==> config.mk <==
export PLATFORM = sky130hd
export DESIGN_NAME = fetch_unit
export DESIGN_NICKNAME = d
export VERILOG_FILES = /design/src/rtl/fetch_unit.sv
export SDC_FILE = /design/constraint.sdc
export NUM_CORES = 1
export LEC_CHECK = 0
export ABC_CLOCK_PERIOD_IN_PS = 10900
export CORE_MARGIN = 2
export CORE_UTILIZATION = 50
export CTS_BUF_LIST = sky130_fd_sc_hd__clkbuf_8
export DETAILED_ROUTE_END_ITERATION = 12
export DONT_BUFFER_PORTS = 1
export GPL_TIMING_DRIVEN = 1
export PLACE_DENSITY = 0.71
export SYNTH_ARGS = -nofsm -noshare
export SYNTH_HDL_FRONTEND = slang
export SYNTH_SLANG_ARGS = --single-unit
==> constraint.sdc <==
create_clock -name clk_i -period 10.9 [get_ports clk_i]
set_input_delay 2.18 -clock clk_i [delete_from_list [all_inputs] [get_ports clk_i]]
set_output_delay 2.18 -clock clk_i [all_outputs]
set_load 0.01 [all_outputs]
==> src/rtl/fetch_unit.sv <==
// Instruction fetch front end: credit-limited imem requests, in-order instruction buffer and
// redirect flush with stale-response drain. Define IFU_MISALIGN_EN to reject misaligned redirects.
module fetch_unit #(
    parameter int unsigned       ADDR_W     = 32,
    parameter logic [ADDR_W-1:0] RESET_PC   = '0,
    parameter int unsigned       FIFO_DEPTH = 2
) (
    input  logic              clk_i,
    input  logic              rst_i,
    output logic              imem_req_o,
    output logic [ADDR_W-1:0] imem_addr_o,
    input  logic              imem_gnt_i,
    input  logic              imem_rvalid_i,
    input  logic [31:0]       imem_rdata_i,
    output logic              instr_valid_o,
    output logic [31:0]       instr_o,
    output logic [ADDR_W-1:0] instr_pc_o,
    input  logic              instr_ready_i,
    input  logic              redirect_i,
`ifdef IFU_MISALIGN_EN
    output logic              misalign_o,
`endif
    input  logic [ADDR_W-1:0] redirect_pc_i
);

    localparam int unsigned CNT_W = $clog2(FIFO_DEPTH + 1);
    localparam int unsigned IDX_W = $clog2(FIFO_DEPTH);
    localparam int unsigned OCC_W = CNT_W + 1;

    typedef enum logic [1:0] {BOOT = 2'd0, RUN = 2'd1, DRAIN = 2'd2} state_e;

    state_e            state_q, state_d;
    logic [ADDR_W-1:0] fetch_pc_q, fetch_pc_d;
    logic [CNT_W-1:0]  outst_q, outst_d;
    logic [CNT_W-1:0]  discard_q, discard_d;
    logic [CNT_W-1:0]  count_q, count_d;
    logic              valid_q, valid_d;
    logic [31:0]       data_q [FIFO_DEPTH];
    logic [31:0]       data_d [FIFO_DEPTH];
    logic [ADDR_W-1:0] dpc_q  [FIFO_DEPTH];
    logic [ADDR_W-1:0] dpc_d  [FIFO_DEPTH];
    logic [ADDR_W-1:0] tag_q  [FIFO_DEPTH];
    logic [ADDR_W-1:0] tag_d  [FIFO_DEPTH];

    logic              redir_take;
    logic [ADDR_W-1:0] redir_pc;
    logic              pop;
    logic              grant;
    logic              resp_acc;
    logic [OCC_W-1:0]  occ;
    logic [CNT_W-1:0]  outst_nxt;
    logic [IDX_W-1:0]  push_idx;
    logic [IDX_W-1:0]  tag_idx;

`ifdef IFU_MISALIGN_EN
    logic misalign_q;
    assign redir_take = redirect_i && (redirect_pc_i[1:0] == 2'b00);
    assign redir_pc   = redirect_pc_i;
`else
    logic [1:0] unused_pc_lsb;
    assign unused_pc_lsb = redirect_pc_i[1:0];
    assign redir_take    = redirect_i;
    assign redir_pc      = {redirect_pc_i[ADDR_W-1:2], 2'b00};
`endif

    // Credits count the word leaving decode this cycle so a depth-2 buffer sustains 1 instr/cycle
    assign pop        = valid_q && instr_ready_i;
    assign occ        = OCC_W'(outst_q) + OCC_W'(count_q) - OCC_W'(pop);
    assign imem_req_o = (state_q == RUN) && (occ < OCC_W'(FIFO_DEPTH));
    assign grant      = imem_req_o && imem_gnt_i;
    assign resp_acc   = (state_q == RUN) && imem_rvalid_i && (outst_q != '0);
    assign outst_nxt  = outst_q + CNT_W'(grant) - CNT_W'(resp_acc);
    assign push_idx   = IDX_W'(count_q - CNT_W'(pop));
    assign tag_idx    = IDX_W'(outst_q - CNT_W'(resp_acc));

    assign imem_addr_o   = fetch_pc_q;
    assign instr_valid_o = valid_q;
    assign instr_o       = data_q[0];
    assign instr_pc_o    = dpc_q[0];

    always_comb begin
        state_d    = state_q;
        fetch_pc_d = fetch_pc_q;
        outst_d    = outst_q;
        discard_d  = discard_q;
        count_d    = count_q + CNT_W'(resp_acc) - CNT_W'(pop);
        data_d     = data_q;
        dpc_d      = dpc_q;
        tag_d      = tag_q;

        case (state_q)
            BOOT: state_d = RUN;
            RUN: begin
                outst_d = outst_nxt;
                if (grant) begin
                    fetch_pc_d = fetch_pc_q + ADDR_W'(4);
                end
                if (redir_take) begin
                    fetch_pc_d = redir_pc;
                    outst_d    = '0;
                    discard_d  = outst_nxt;
                    if (outst_nxt != '0) begin
                        state_d = DRAIN;
                    end
                end
            end
            DRAIN: begin
                if (imem_rvalid_i && (discard_q != '0)) begin
                    discard_d = discard_q - CNT_W'(1);
                    if (discard_q == CNT_W'(1)) begin
                        state_d = RUN;
                    end
                end
                if (redir_take) begin
                    fetch_pc_d = redir_pc;
                end
            end
            default: state_d = BOOT;
        endcase

        // Tag FIFO: PCs of granted requests, head matches the next response
        if (resp_acc) begin
            for (int i = 0; i < int'(FIFO_DEPTH) - 1; i++) begin
                tag_d[IDX_W'(i)] = tag_q[IDX_W'(i + 1)];
            end
        end
        if (grant && !redir_take) begin
            tag_d[tag_idx] = fetch_pc_q;
        end

        // Instruction buffer: entry 0 is the presented word
        if (pop) begin
            for (int i = 0; i < int'(FIFO_DEPTH) - 1; i++) begin
                data_d[IDX_W'(i)] = data_q[IDX_W'(i + 1)];
                dpc_d[IDX_W'(i)]  = dpc_q[IDX_W'(i + 1)];
            end
        end
        if (resp_acc) begin
            data_d[push_idx] = imem_rdata_i;
            dpc_d[push_idx]  = tag_q[0];
        end
        if (redir_take && (state_q != BOOT)) begin
            count_d = '0;
        end
        valid_d = (count_d != '0);
    end

    always_ff @(posedge clk_i or posedge rst_i) begin
        if (rst_i) begin
            state_q    <= BOOT;
            fetch_pc_q <= RESET_PC;
            outst_q    <= '0;
            discard_q  <= '0;
            count_q    <= '0;
            valid_q    <= 1'b0;
            for (int i = 0; i < int'(FIFO_DEPTH); i++) begin
                data_q[IDX_W'(i)] <= '0;
                dpc_q[IDX_W'(i)]  <= '0;
                tag_q[IDX_W'(i)]  <= '0;
            end
        end else begin
            state_q    <= state_d;
            fetch_pc_q <= fetch_pc_d;
            outst_q    <= outst_d;
            discard_q  <= discard_d;
            count_q    <= count_d;
            valid_q    <= valid_d;
            data_q     <= data_d;
            dpc_q      <= dpc_d;
            tag_q      <= tag_d;
        end
    end

`ifdef IFU_MISALIGN_EN
    always_ff @(posedge clk_i or posedge rst_i) begin
        if (rst_i) begin
            misalign_q <= 1'b0;
        end else begin
            misalign_q <= redirect_i && (redirect_pc_i[1:0] != 2'b00) && (state_q != BOOT);
        end
    end
    assign misalign_o = misalign_q;
`endif

endmodule
==> implementation parameters, run 1 <==
Parameter                              Value

Outcome
  Run status ... complete, no violations

Clock tree
  CTS tree ... done
  Clock tree root driver cell ... sky130_fd_sc_hd__clkbuf_8
  Number of clock buffers inserted by TritonCTS ... 17
  Maximum count of clock buffers along a single path ... 2
  TritonCTS Sinks ... about 130
  Hold-fix buffers, CTS ... 0
  Clk pin slew, worst setup/hold paths ... 0.07 ns
  Clock Latency Late Sink ... 0.45 ns
  H-Tree Level Count ... 4
  Post_cts resized ... 0
  Number of buffers inserted by post-CTS setup repair ... 0

Layout
  Layout cells sized above 1 ... approximately a quarter
  # fillers ... slightly above 1k
  Layout overhead on the synthesized area ... 7.781%
  Count of inserted antenna diode cells ... 0
  Final-stage net count ... approximately 600

STA
  Max Slew Vio Count ... 0
  Setup TNS ... 0 ns
  Worst slew margin relative to its limit ... 28.63%
  RSZ-0062 raised after global routing ... false
  Clock Skew ... 0.01200 ns
  Period utilization ... 52.30%
  Final Worst Setup Slack ... between 5 and 6 ns
  Pin slew with the least headroom to its limit ... ~1.1 ns
  Number of hold violations in the final report ... 0
  Final setup violation count ... 0
  Minimum clock period ... 5.701 ns
  Maximum clock frequency ... 0.1754 GHz

Setup path
  Endpoint required time on the critical path ... between 8 and 9 ns
  Path type of the worst setup path ... in -> out
  Endpoint type of the worst setup path ... primary output
  Register-to-register setup slack ... between 7 and 8 ns
  Type of element launching the critical path ... primary input
  Worst-path fanout max ... 3
  Data arrival time of the worst path ... 3.52 ns

Global route
  Total Routing Usage GR ... between 20% and 30%
  Remaining global-route overflow ... 0
  Number of antenna violations at the first check in global routing ... 0
  Via count of the first global-routing pass ... about 4.2k
  Maximum number of pins on one net before global-route repair ... 84
  Wire length of the first global-routing pass ... ~22000 um

Synth
  Synthesized flop and latch total ... between 100 and 150
  Post-synthesis cell area ... around 6300 sq um
  Synth area leaders ... sky130_fd_sc_hd__dfrtp_1 (53%), sky130_fd_sc_hd__mux2_2 (12%), sky130_fd_sc_hd__mux2_4 (6.9%)
  Post-synth top cells ... sky130_fd_sc_hd__dfrtp_1 (133), sky130_fd_sc_hd__mux2_2 (65), sky130_fd_sc_hd__a21oi_1 (36)
  Total number of yosys warnings ... 0
  Ys flop type ... sky130_fd_sc_hd__dfrtp_1
  Gate count after technology mapping ... roughly 530
  Sequential element share of the synthesized area ... 53.07%
  Count of flip-flops with a built-in enable after synthesis ... 0
  Library cells used by synthesis ... 50
  Share of flip-flops with an asynchronous set or reset ... 100.0%
  Most used standard cell by instance count after synthesis ... sky130_fd_sc_hd__dfrtp_1
  Yosys top cell by area ... sky130_fd_sc_hd__dfrtp_1
  Syn_area_per_cell ... between 10 and 15 sq um
  Share of the synthesized area in the top cell type ... a little over half

Detailed routing
  Number of detailed-route iterations in the first pass ... 5
  Iteration-0 DRC Markers ... 298
  Wire length after detailed routing ... roughly 14000 um
  WL/cell ... ~20 um
  Residual DRC count ... 0
  Via-to-Cell Ratio ... 5.966
  Count of nets left with antenna violations after detail routing ... 0
  Number of vias after detailed routing ... ~4.2k

Die
  Die height ... 116.0 um
  Core Rows ... 40
  Placeable core region ... 12110 sq um
  Starting density of the core ... between 50% and 60%
  Number of primary I/O pins ... ~170
  Die X-Extent ... approximately 120 um
  Die ar. ... about 13000 sq um

Power
  Cell leakage power ... roughly 3 nW
  Sequential fraction of design power ... slightly below 50%
  Switching pwr ... 0.7950 mW
  Clock network power share ... between 20% and 30%
  Combinational fraction of design power ... 30.7%
  Int Power ... 1.257 mW
  Total power divided by cell area ... just over 300 nW/um^2
  Largest vdd supply drop ... about 130 uV
  Switch share ... between 30% and 40%

Placed design
  Total half-perimeter wirelength after legalization and detailed placement ... just under 10000 um
  Global placer's final weighted congestion ... 0.7858
  Setup Slack @ Placement ... 5.192 ns
  Total of buffers placed on input and output ports ... 0

Job
  Max-Cap Viols ... 0

Worst hold path
  Worst hold path class ... reg -> reg
worst paths after layout:
check	startpoint	endpoint	cells past startpoint
max	instr_ready_i	imem_req_o	6
min	tag_q[33]	tag_q[33]	1
min reg2reg	tag_q[33]	tag_q[33]	1
max in group asynchronous	rst_i	imem_addr_o[14]	2
max reg2reg	instr_valid_o	state_q[1]	14
min in group asynchronous	rst_i	instr_o[7]	1
area by class of cell:
type / count / area, sq um / area share (%)
flip-flops and latches: 133 / 3328 / 49.24
clock buffers: 20 / 275.3 / 4.073
repair buffers: 3 / 22.52 / 0.3332
clock inverters: 12 / 128.9 / 1.907
well taps: 168 / 210.2 / 3.110
multi-input cells: 343 / 2718 / 40.21
inverters: 19 / 76.32 / 1.129
kinds of logic (layout without fill, tap and decap cells):
| group | Yosys count | in the layout | synth area share, % |
|---|---|---|---|
| adders and majority gates | 14 | 14 | 2.913 |
| DFF | 133 | 133 | 53.07 |
| AOI/OAI and AO/OA | 103 | 103 | 10.18 |
| other | 1 | 2 | 0.05980 |
| buffers and inverters | 52 | 54 | 3.970 |
| and+or+nand+nor | 120 | 120 | 9.717 |
| xor gates and xnor gates | 6 | 6 | 0.8380 |
| muxes | 98 | 98 | 19.25 |
cells in the final DEF, fill, tap and decap left out, drive strengths merged, types with 3 or more instances in the layout:
| cell type | count |
|---|---|
| clkinv | 6 |
| nor2 | 20 |
| inv | 21 |
| o211ai | 3 |
| and3 | 6 |
| and4 | 7 |
| clkbuf | 20 |
| a21oi | 36 |
| xnor2 | 6 |
| o22ai | 16 |
| nor3 | 8 |
| dfrtp | 133 |
| o31ai | 4 |
| a2bb2oi | 3 |
| nand4 | 12 |
| and2 | 5 |
| o21ai | 18 |
| nand3 | 23 |
| mux2 | 94 |
| mux2i | 4 |
| buf | 3 |
| nand2b | 3 |
| a31oi | 5 |
| ha | 13 |
| nand2 | 30 |
sequential cells by signal (all words and copies together) (netlist names):
signal         flops
count_q            2
tag_q             31
instr_pc_o        31
instr_o           32
discard_q          2
instr_valid_o      1
outst_q            2
state_q            2
imem_addr_o       30
metal layers:
| layer | vias up | wire (um) | GRT usage [%] | share of wire (%) |
|---|---|---|---|---|
| met5 | - | 0 | 0 | 0 |
| met4 | 0 | 333 | 9.524 | 2.4 |
| met3 | 22 | 1204 | 8.054 | 8.6 |
| met2 | 177 | 6871 | 35.09 | 49 |
| met1 | 2078 | 5593 | 25.22 | 40 |
| li1 | 1887 | - | - | - |
per-stage QoR:
| step | utilization, % | instance area [sq um] | total power [mW] | hold slack, ns | cells |
|---|---|---|---|---|---|
| global placement | 52.47 | 6355 | 1.601 | 0.4642 | 666 |
| global route | 55.81 | 6759 | 2.197 | 0.5156 | 698 |
| detailed placement | 52.47 | 6355 | 1.650 | 0.4657 | 666 |
| floorplan | - | 6275 | 1.479 | 0.4474 | 528 |
| finish | 55.81 | 6759 | 2.052 | 0.4850 | 698 |
| CTS | 55.81 | 6759 | 2.069 | 0.4880 | 698 |
power groups by stage:
stage	Clock, mW	Combinational, mW	Sequential, mW
finish	0.412	0.630	1.01
global route	0.447	0.701	1.05
CTS	0.423	0.634	1.01
detailed placement	0	0.629	1.02
global placement	0	0.594	1.01
floorplan	0	0.549	0.930
critical path: stages:
cell	delay [ns]
sky130_fd_sc_hd__nand2_1	0.07
sky130_fd_sc_hd__xnor2_1	0.30
sky130_fd_sc_hd__nand2_1	0.12
sky130_fd_sc_hd__fa_1	0.39
sky130_fd_sc_hd__xnor2_1	0.35
sky130_fd_sc_hd__nor2_2	0.12
No activity file was read; power rests on OpenSTA's default activity.
==> run 2: changes to the inputs <==
--- a/config.mk
+++ b/config.mk
@@ -5,7 +5,7 @@
 export SDC_FILE = /design/constraint.sdc
 export NUM_CORES = 1
 export LEC_CHECK = 0
-export ABC_CLOCK_PERIOD_IN_PS = 10900
+export ABC_CLOCK_PERIOD_IN_PS = 5500
 export CORE_MARGIN = 2
 export CORE_UTILIZATION = 50
 export CTS_BUF_LIST = sky130_fd_sc_hd__clkbuf_8
==> constraint.sdc (replaced) <==
create_clock -name clk_i -period 5.5 [get_ports clk_i]
set_input_delay 1.1 -clock clk_i [delete_from_list [all_inputs] [get_ports clk_i]]
set_output_delay 1.1 -clock clk_i [all_outputs]
set_load 0.01 [all_outputs]
==> implementation parameters, run 2 (synthesis gave the netlist of run 1 again) <==
Parameter                              Value

Clock tree
  Maximum count of clock buffers along a single path ... 2 (unchanged)
  Number of buffers inserted by post-CTS setup repair ... 0 (unchanged)
  Clk pin slew, worst setup/hold paths ... 0.07 ns (about the same)
  Clock Latency Late Sink ... 0.44 ns (was 0.45 ns)
  Hold-fix buffers, CTS ... 0 (unchanged)
  TritonCTS Sinks ... 133 (unchanged)
  Clock tree root driver cell ... sky130_fd_sc_hd__clkbuf_8 (unchanged)
  Post_cts resized ... 0 (unchanged)
  CTS tree ... done (unchanged)
  Number of clock buffers inserted by TritonCTS ... 17 (unchanged)
  H-Tree Level Count ... 4 (unchanged)

STA
  Period utilization ... 66.66%
  Setup TNS ... 0 ns (unchanged)
  Number of hold violations in the final report ... 0 (unchanged)
  Worst slew margin relative to its limit ... 25.54% (was 28.63%)
  Pin slew with the least headroom to its limit ... 1.117 ns (was 1.068 ns)
  Final Worst Setup Slack ... 1.834 ns (was 5.199 ns)
  Final setup violation count ... 0 (unchanged)
  Hold_ws ... 0.4905 ns (was 0.4850 ns)
  Clock Skew ... 0.01094 ns (was 0.01200 ns)
  RSZ-0062 raised after global routing ... false (unchanged)
  Maximum clock frequency ... between 0.2 and 0.3 GHz
  Minimum clock period ... between 3 and 4 ns
  Max Slew Vio Count ... 0 (unchanged)

Layout
  Layout overhead on the synthesized area ... 7.881% (was 7.781%)
  Layout cells sized above 1 ... 25.90% (was 25.85%)
  Final-stage net count ... 602 (was 601)
  Final standard cell utilization of the core ... 55.86% (was 55.81%)
  Final std cells w/o fill ... 697 (was 698)
  # fillers ... 1047 (was 1029)
  Max FFs per register ... 32 (unchanged)
  Leading cell type in the layout, fill and taps excluded ... sky130_fd_sc_hd__dfrtp_1 (unchanged)
  Most used cells in the layout excluding fill and tap cells ... sky130_fd_sc_hd__dfrtp_1 (133), sky130_fd_sc_hd__mux2_2 (65), sky130_fd_sc_hd__a21oi_1 (36) (unchanged)
  Count of inserted antenna diode cells ... 0 (unchanged)
  Design area ... 6765 sq um (was 6759 sq um)

Detailed routing
  Iteration-0 DRC Markers ... 243 (was 298)
  Count of nets left with antenna violations after detail routing ... 0 (unchanged)
  Number of detailed-route iterations in the first pass ... 5 (unchanged)
  Residual DRC count ... 0 (unchanged)
  Wire length after detailed routing ... 13930 um (was 14000 um)
  WL/cell ... 19.98 um (was 20.06 um)
  Number of vias after detailed routing ... 4154 (was 4164)
  Via-to-Cell Ratio ... 5.960 (was 5.966)

Power
  Total power divided by cell area ... 604.4 nW/um^2 (was 303.6 nW/um^2)
  Cell leakage power ... 3.080 nW (about the same)
  Pwr Total ... 4.089 mW (was 2.052 mW)
  Largest vdd supply drop ... 278.0 uV (was 127.1 uV)

Die
  Die X-Extent ... 116.0 um (unchanged)
  Number of primary I/O pins ... 168 (unchanged)
  Die ar. ... 13450 sq um (unchanged)
  Core Rows ... 40 (unchanged)
  Starting density of the core ... 51.78% (unchanged)
  Placeable core region ... 12110 sq um (unchanged)
  Die height ... 116.0 um (unchanged)

Setup path
  CP Launch Point ... instr_ready_i (unchanged)
  Type of element launching the critical path ... primary input (unchanged)
  Worst-path fanout max ... 3 (unchanged)
  Data arrival time of the worst path ... 3.99 ns (was 3.52 ns)
  Critical Path Sink ... state_q[1] (was imem_req_o)
  Endpoint required time on the critical path ... 5.82 ns (was 8.72 ns)
  Critical register-to-register path endpoint ... state_q[1] (unchanged)
  Endpoint type of the worst setup path ... flop (was primary output)
  R2R Path Start ... instr_valid_o (unchanged)
  Path type of the worst setup path ... in -> reg (was in -> out)
  Register-to-register setup slack ... 2.07 ns (was 7.32 ns)
  Count of cells along the worst register-to-register path ... 14 (unchanged)

Placed design
  Setup Slack @ Placement ... 1.391 ns (was 5.192 ns)
  Placement-stage cell area ... 6362 sq um (was 6355 sq um)
  Placed cells ... 667 (was 666)
  Total of buffers placed on input and output ports ... 0 (unchanged)
  Total half-perimeter wirelength after legalization and detailed placement ... 9564 um (was 9639 um)
  Global placer's final weighted congestion ... 0.7908 (was 0.7858)

Global route
  Total Routing Usage GR ... 20.80% (was 21.41%)
  Maximum number of pins on one net before global-route repair ... 90 (was 84)
  Number of antenna violations at the first check in global routing ... 0 (unchanged)
  Via count of the first global-routing pass ... 4139 (was 4177)
  Remaining global-route overflow ... 0 (unchanged)
  Wire length of the first global-routing pass ... 21370 um (was 21820 um)

Job
  Max-Cap Viols ... 0 (unchanged)

Outcome
  Run status ... complete, no violations (unchanged)

Worst hold path
  Worst hold path class ... reg -> reg (unchanged)
run 2: cell types whose count changed in the layout (fill, tap and decap cells not counted), sizes merged:
cell    before  now
clkbuf      20   18
buf          3    4
bufinv       2    3
clkinv       6    5
run 2: worst max-delay path, stage by stage:
cell	delay, ns
sky130_fd_sc_hd__nand2_1	0.07
sky130_fd_sc_hd__xnor2_1	0.29
sky130_fd_sc_hd__nand2_1	0.11
sky130_fd_sc_hd__fa_1	0.52
sky130_fd_sc_hd__nand2_1	0.07
sky130_fd_sc_hd__nor2_2	0.21
sky130_fd_sc_hd__nand2_1	0.11
sky130_fd_sc_hd__ha_1	0.29
sky130_fd_sc_hd__inv_1	0.04
sky130_fd_sc_hd__ha_1	0.19
sky130_fd_sc_hd__xnor2_1	0.19
sky130_fd_sc_hd__xnor2_1	0.13
sky130_fd_sc_hd__a31oi_1	0.30
sky130_fd_sc_hd__mux2_2	0.37
run 2: power breakdown:
group	leakage, nW	switching [mW]	internal (mW)	total (mW)
clock	0.201	0.381	0.457	0.838
sequential	1.66	0.595	1.41	2.01
combinational	1.22	0.597	0.649	1.25
total	3.08	1.57	2.52	4.09
run 2: worst min path at each step:
stage              start        end  slack (ns)  cells after the start
6_report       tag_q[33]  tag_q[33]        0.49                      1
5_1_grt        tag_q[33]  tag_q[33]        0.52                      1
4_1_cts        tag_q[33]  tag_q[33]        0.50                      1
3_5_place_dp   tag_q[33]  tag_q[33]        0.48                      1
3_3_place_gp   tag_q[33]  tag_q[33]        0.46                      1
2_1_floorplan  tag_q[33]  tag_q[33]        0.45                      1
run 2: final cells by class:
| type | count | area, sq um | area share, % |
|---|---|---|---|
| clock buffers | 18 | 247.7 | 3.662 |
| repair buffers | 4 | 30.03 | 0.4439 |
| clock inverters | 12 | 155.1 | 2.293 |
| multi-input cells | 343 | 2718 | 40.17 |
| well taps | 168 | 210.2 | 3.107 |
| inverters | 19 | 76.32 | 1.128 |
| flip-flops and latches | 133 | 3328 | 49.20 |
run 2: routing by layer:
layer / up-vias / share of wire, % / track usage (%)
met4: 0 / 2.0 / 8.333
met1: 2080 / 41 / 25.45
met5: - / 0 / 0
met3: 22 / 8.5 / 7.741
li1: 1884 / - / -
met2: 168 / 49 / 33.49
